File: config.mk
export PLATFORM = sky130hd
export DESIGN_NAME = div_unit
export DESIGN_NICKNAME = d
export VERILOG_FILES = /design/src/rtl/div_unit_pkg.sv /design/src/rtl/div_unit.sv
export SDC_FILE = /design/constraint.sdc
export NUM_CORES = 1
export LEC_CHECK = 0
export BUFFER_PORTS_ARGS = -buffer_cell sky130_fd_sc_hd__buf_4
export CELL_PAD_IN_SITES_DETAIL_PLACEMENT = 1
export CELL_PAD_IN_SITES_GLOBAL_PLACEMENT = 2
export CORE_MARGIN = 2
export CORE_UTILIZATION = 38
export CTS_CLUSTER_SIZE = 40
export DETAILED_ROUTE_END_ITERATION = 12
export HOLD_SLACK_MARGIN = 0.12
export PLACE_DENSITY_LB_ADDON = 0.08
export SYNTH_ARGS = -nofsm -noshare
export SYNTH_HDL_FRONTEND = slang
export SYNTH_SLANG_ARGS = --single-unit
File: constraint.sdc
create_clock -name clk -period 12.5 [get_ports clk]
set_clock_uncertainty 0.15 [all_clocks]
set_input_delay 2.5 -clock clk [delete_from_list [all_inputs] [get_ports clk]]
set_output_delay 2.5 -clock clk [all_outputs]
set_load 0.01 [all_outputs]
File: src/rtl/div_unit_pkg.sv
// Shared definitions for the iterative divider: ALU op codes that select it,
// FSM state encodings and the iteration counter width.
package div_unit_pkg;

    localparam logic [7:0] EXE_DIV_OP  = 8'b0001_1010;
    localparam logic [7:0] EXE_DIVU_OP = 8'b0001_1011;

    // Counter must hold WIDTH-1; 6 bits covers WIDTH up to 64.
    localparam int DIV_CNT_W = 6;

    typedef enum logic [1:0] {
        DIV_IDLE = 2'b00,
        DIV_BUSY = 2'b01,
        DIV_DONE = 2'b10
    } div_state_e;

endpackage

File: src/rtl/div_unit.sv
// Radix-2 restoring divider for MIPS DIV/DIVU. Produces {remainder, quotient}
// WIDTH+1 cycles after an accepted start (1 cycle for divide by zero).
module div_unit
    import div_unit_pkg::*;
#(
    parameter int WIDTH = 32
) (
    input  logic                 clk,
    input  logic                 resetn,
    input  logic [WIDTH-1:0]     num1,
    input  logic [WIDTH-1:0]     num2,
    input  logic                 signed_div,
    input  logic                 start,
    input  logic                 cancel,
    output logic                 stall,
    output logic                 valid,
    output logic                 div_zero,
    output logic [2*WIDTH-1:0]   result,
    output logic [1:0]           fsm_state
);

    // Handshake: start is taken in the cycle it is high while IDLE and cancel
    // is low; stall stays high from that cycle until the result cycle, and
    // valid is a one-cycle pulse with result/div_zero stable alongside it.

    div_state_e           state, state_next;
    logic [DIV_CNT_W-1:0] cnt;
    logic [WIDTH-1:0]     divisor;
    logic [WIDTH-1:0]     quo;
    logic [WIDTH-1:0]     rem;
    logic                 neg_q;
    logic                 neg_r;

    logic                 accept;
    logic                 zero_div;
    logic                 last_step;
    logic [WIDTH-1:0]     mag1;
    logic [WIDTH-1:0]     mag2;
    logic [WIDTH:0]       rem_shift;
    logic [WIDTH:0]       diff;
    logic                 q_bit;
    logic [WIDTH-1:0]     rem_next;
    logic [WIDTH-1:0]     quo_next;
    logic [WIDTH-1:0]     rem_final;
    logic [WIDTH-1:0]     quo_final;

    assign accept    = start && (state == DIV_IDLE) && !cancel;
    assign zero_div  = (num2 == '0);
    assign last_step = (state == DIV_BUSY) && (cnt == DIV_CNT_W'(WIDTH - 1));
    assign stall     = accept || (state == DIV_BUSY);
    assign fsm_state = state;

    assign mag1 = (signed_div && num1[WIDTH-1]) ? (~num1 + 1'b1) : num1;
    assign mag2 = (signed_div && num2[WIDTH-1]) ? (~num2 + 1'b1) : num2;

    // One restoring step: bring in the next dividend bit, trial-subtract.
    assign rem_shift = {rem, quo[WIDTH-1]};
    assign diff      = rem_shift - {1'b0, divisor};
    assign q_bit     = ~diff[WIDTH];
    assign rem_next  = q_bit ? diff[WIDTH-1:0] : rem_shift[WIDTH-1:0];
    assign quo_next  = {quo[WIDTH-2:0], q_bit};

    assign rem_final = neg_r ? (~rem_next + 1'b1) : rem_next;
    assign quo_final = neg_q ? (~quo_next + 1'b1) : quo_next;

    always_ff @(posedge clk or negedge resetn) begin
        if (!resetn) begin
            state <= DIV_IDLE;
        end else begin
            state <= state_next;
        end
    end

    always_comb begin
        state_next = state;
        case (state)
            DIV_IDLE: begin
                if (accept) begin
                    state_next = zero_div ? DIV_DONE : DIV_BUSY;
                end
            end
            DIV_BUSY: begin
                if (cancel) begin
                    state_next = DIV_IDLE;
                end else if (last_step) begin
                    state_next = DIV_DONE;
                end
            end
            DIV_DONE: state_next = DIV_IDLE;
            default:  state_next = DIV_IDLE;
        endcase
    end

    always_ff @(posedge clk or negedge resetn) begin
        if (!resetn) begin
            cnt <= '0;
        end else if (state == DIV_BUSY && !cancel && !last_step) begin
            cnt <= cnt + 1'b1;
        end else begin
            cnt <= '0;
        end
    end

    always_ff @(posedge clk or negedge resetn) begin
        if (!resetn) begin
            divisor <= '0;
            quo     <= '0;
            rem     <= '0;
            neg_q   <= 1'b0;
            neg_r   <= 1'b0;
        end else if (accept) begin
            divisor <= mag2;
            quo     <= mag1;
            rem     <= '0;
            neg_q   <= signed_div && (num1[WIDTH-1] ^ num2[WIDTH-1]);
            neg_r   <= signed_div && num1[WIDTH-1];
        end else if (state == DIV_BUSY && !cancel) begin
            rem     <= rem_next;
            quo     <= quo_next;
        end
    end

    // Divide by zero reports the raw dividend, not its magnitude.
    always_ff @(posedge clk or negedge resetn) begin
        if (!resetn) begin
            valid    <= 1'b0;
            div_zero <= 1'b0;
            result   <= '0;
        end else begin
            valid <= 1'b0;
            if (accept && zero_div) begin
                valid    <= 1'b1;
                div_zero <= 1'b1;
                result   <= {num1, {WIDTH{1'b1}}};
            end else if (last_step && !cancel) begin
                valid    <= 1'b1;
                div_zero <= 1'b0;
                result   <= {rem_final, quo_final};
            end
        end
    end

endmodule

==> flow_metrics.py <==
metrics = {
    "placement": {
        "portBuffers": 137,
        "dp_hpwl_um": 32200,
        "dpl_cell_area_um2": 13200,
        "gp_congestion": 0.870,
    },
    "sta": {
        "maxSlewViolCount": 0,
        "worstMarginPinSlew_ps": 1050,
        "hold_viol": 0,
        "tns_ps": 0,
        "min_period_over_period_pct": 54.3,
        "setup_viol": 0,
        "grt_setup_unrepaired": "false",
        "period_minus_slack_ps": 6790,
        "slew_headroom_pct": 29.4,
        "max_clock_freq_mhz": 147,
    },
    "logic_synthesis": {
        "yosysMostFrequentCell": "o21ai_0",
        "synth_top_area_share_pct": 36.2,
        "synth-xor-area-share_pct": 10.3,
        "yosys_warnings": 0,
        "synth_area_leaders": "dfrtp_1 (36%), o21ai_0 (8.3%), xor2_1 (6.1%)",
        "seq_area_frac_synth_pct": 36.2,
        "synth_area_um2": 11900,
        "syn-instance-count": 1446,
        "synth-adder-area-share_pct": 4.07,
        "netlist_top_cells_count": "o21ai_0 (196), nand2_1 (173), dfrtp_1 (172)",
        "synth-seq-cells": 172,
        "synth_top_area_cell": "dfrtp_1",
        "synth_edf_count": 0,
        "synthArstFlopShare_pct": 100,
        "synth_compound_area_share_pct": 25.6,
        "synth_top_family_by_area": "compound AO/OA/AOI/OAI gates",
        "synth_nets": 1553,
        "yosys.area_share.simple_pct": 17.0,
        "ys_types": 68,
        "synth_mux_area_share_pct": 2.38,
        "postSynthAreaPerCell_um2": 8.21,
        "ys.flop_type": "dfrtp_1",
    },
    "power": {
        "intPower_mw": 1.60,
        "switching_share_pct": 49.2,
        "p_switching_mw": 1.55,
        "comb_power_share_pct": 57.7,
        "cellPowerDensity_nw_per_um2": 228,
        "vdd_drop_max_uv": 116,
        "p_clk_share_pct": 17.3,
        "p_leak_nw": 6.06,
        "power_frac_seq_pct": 24.9,
    },
    "drt": {
        "vias_per_cell": 5.77,
        "via_count": 11200,
        "drc": 0,
        "dr.first_iter.drc_count": 658,
        "ant_nets": 0,
        "drt_wl_total_um": 42500,
        "wl_per_cell_um": 21.9,
        "first_pass_iters": 7,
    },
    "grt": {
        "grt-ovfl-total": 0,
        "grt_max_degree": 97,
        "grt_pass1_vias": 11600,
        "antenna_found_initial": 0,
        "grt_pass1_wl_um": 67400,
        "grt_usage_pct": 26.2,
    },
    "cts": {
        "cts_buffers": 17,
        "cts_root_buffer": "clkbuf_16",
        "worstSkewPairLatency_ps": 450,
        "h-tree-depth": 4,
        "cts_setup_buffers": 0,
        "cts_max_path_buffers": 2,
        "cts.clk_slew.worst_paths_ps": 70,
        "postCtsHoldBufs": 0,
        "cts_tree": "yes",
        "clock-sinks": 172,
        "cts-resized-gates": 0,
    },
    "cells_and_area": {
        "area_growth_pct": 16.1,
        "layout-drive-gt1-share_pct": 13.3,
        "antenna-diode-count": 0,
        "multi_input_area_um2": 7090,
        "nets": 1642,
        "num-fill-cells": 3690,
        "regArea_um2": 4300,
        "final_area_um2": 13800,
    },
    "worst_setup_path": {
        "crit_fanout": 45,
        "reg2reg_depth": 21,
        "critPathLaunch": "quo[31]",
        "cp_data_arrival_time_ps": 6960,
        "ff2ff_setup_slack_ps": 5710,
        "crit_required_ps": 12670,
        "r2r_start": "quo[31]",
        "worstSetupEndpointType": "flip-flop",
        "r2r_end": "result[62]",
        "worstSetupStartpointType": "flip-flop",
        "path_class": "reg2reg",
    },
    "floorplan": {
        "start_util_pct": 38.7,
        "die_width_um": 181,
        "io_pins": 138,
        "dieArea_um2": 32700,
        "fp-row-count": 64,
        "core_um2": 30700,
        "die_h_um": 181,
    },
    "run_status": {
        "status": "complete, no violations",
    },
    "min_path": {
        "hold_path_class": "reg2reg",
        "min_from": "cnt[0]",
        "hold_depth": 1,
        "hold_end": "cnt[0]",
    },
    "run": {
        "max_cap_viol_count": 0,
    },
}
-- state kept, by name, summed over array words and instances, names as in the netlist --
name,cells
cnt,6
div_zero,1
divisor,32
fsm_state,2
neg_q,1
neg_r,1
quo,32
rem,32
result,64
valid,1
-- area by class of cell --
type,count,area share [%]
repair buffers,148,8.09
multi-input cells,1139,51.4
inverters,57,1.55
well taps,396,3.59
clock buffers,18,3.11
clock inverters,12,1.03
flip-flops and latches,172,31.2
-- layout by cell type, fill, tap and decap left out, drive strengths merged, types with 4 or more instances in the layout --
cell type / instances
and3: 8
o41ai: 15
or4: 9
o21bai: 6
clkbuf: 18
nor2b: 7
o31a: 4
a21boi: 4
a21oi: 118
or2: 4
nor2: 99
nand2b: 8
dfrtp: 172
o21a: 7
nand3: 24
xor2: 83
mux2i: 26
o211ai: 13
buf: 148
a21o: 14
nor3: 36
a211o: 5
and4: 4
nand2: 173
a211oi: 6
or3: 16
a31oi: 17
a22oi: 38
clkinvlp: 4
o31ai: 28
o21ai: 201
nor4: 19
inv: 60
xnor2: 56
nand4: 8
and2: 7
ha: 37
-- layer usage --
metal / GRT usage (%) / up-vias / routed length [um]
met5: 0 / - / 0
met4: 9.03 / 0 / 1190
met3: 2.68 / 44 / 1090
met2: 45.1 / 201 / 20900
met1: 34.3 / 5594 / 19300
li1: - / 5375 / -
-- worst max-delay path, cell delays in order (launching register included) --
cell      delay (ps)
dfrtp_1          430
inv_1             70
ha_1             210
fa_1             400
nand2b_1         210
a211oi_2         330
o21ai_2          180
a21oi_1          380
o31a_1           470
nor2_4            60
buf_4            340
inv_2            550
nor2_1           110
a21oi_1          230
ha_1             280
o21ai_0          110
nor4_1           670
a31oi_1          450
or3_1            440
o41ai_1          320
xnor2_1          170
o21ai_1           70
-- logic make-up (layout without fill, tap and decap cells) --
| logic type | after synthesis | after routing |
|---|---|---|
| XOR/XNOR | 139 | 139 |
| buffers and inverters | 135 | 235 |
| multiplexers | 28 | 28 |
| flip-flops | 172 | 172 |
| AO/OA/AOI/OAI | 501 | 501 |
| AND/OR/NAND/NOR | 433 | 433 |
| adder cells (fa/ha/maj) | 38 | 38 |
-- how the worst max path moves through the flow --
stage / end / slack, ps
floorplan: stall / 6420
global placement: stall / 5700
detailed placement: stall / 5690
CTS: stall / 5690
global route: result[62] / 5250
finish: result[62] / 5710
-- through the flow --
step / hold slack (ps) / total power [mW] / setup WS [ps] / utilization, % / instances
floorplan: 283 / 2.05 / 6420 / - / 1446
global placement: 300 / 2.56 / 5700 / 43.1 / 1912
detailed placement: 315 / 2.59 / 5690 / 43.1 / 1912
CTS: 325 / 3.15 / 5690 / 44.9 / 1942
global route: 365 / 3.38 / 5250 / 44.9 / 1942
finish: 322 / 3.14 / 5710 / 44.9 / 1942
-- power by group through the flow --
| stage | clock network, mW | registers (mW) | logic (mW) |
|---|---|---|---|
| final | 0.545 | 0.783 | 1.82 |
| after detailed placement | 0 | 0.790 | 1.80 |
| after global placement | 0 | 0.787 | 1.77 |
| after global routing | 0.577 | 0.798 | 2.00 |
| after CTS | 0.558 | 0.780 | 1.81 |
| after floorplan | 0 | 0.737 | 1.31 |
Note: power is estimated with default switching activity, not from simulation.
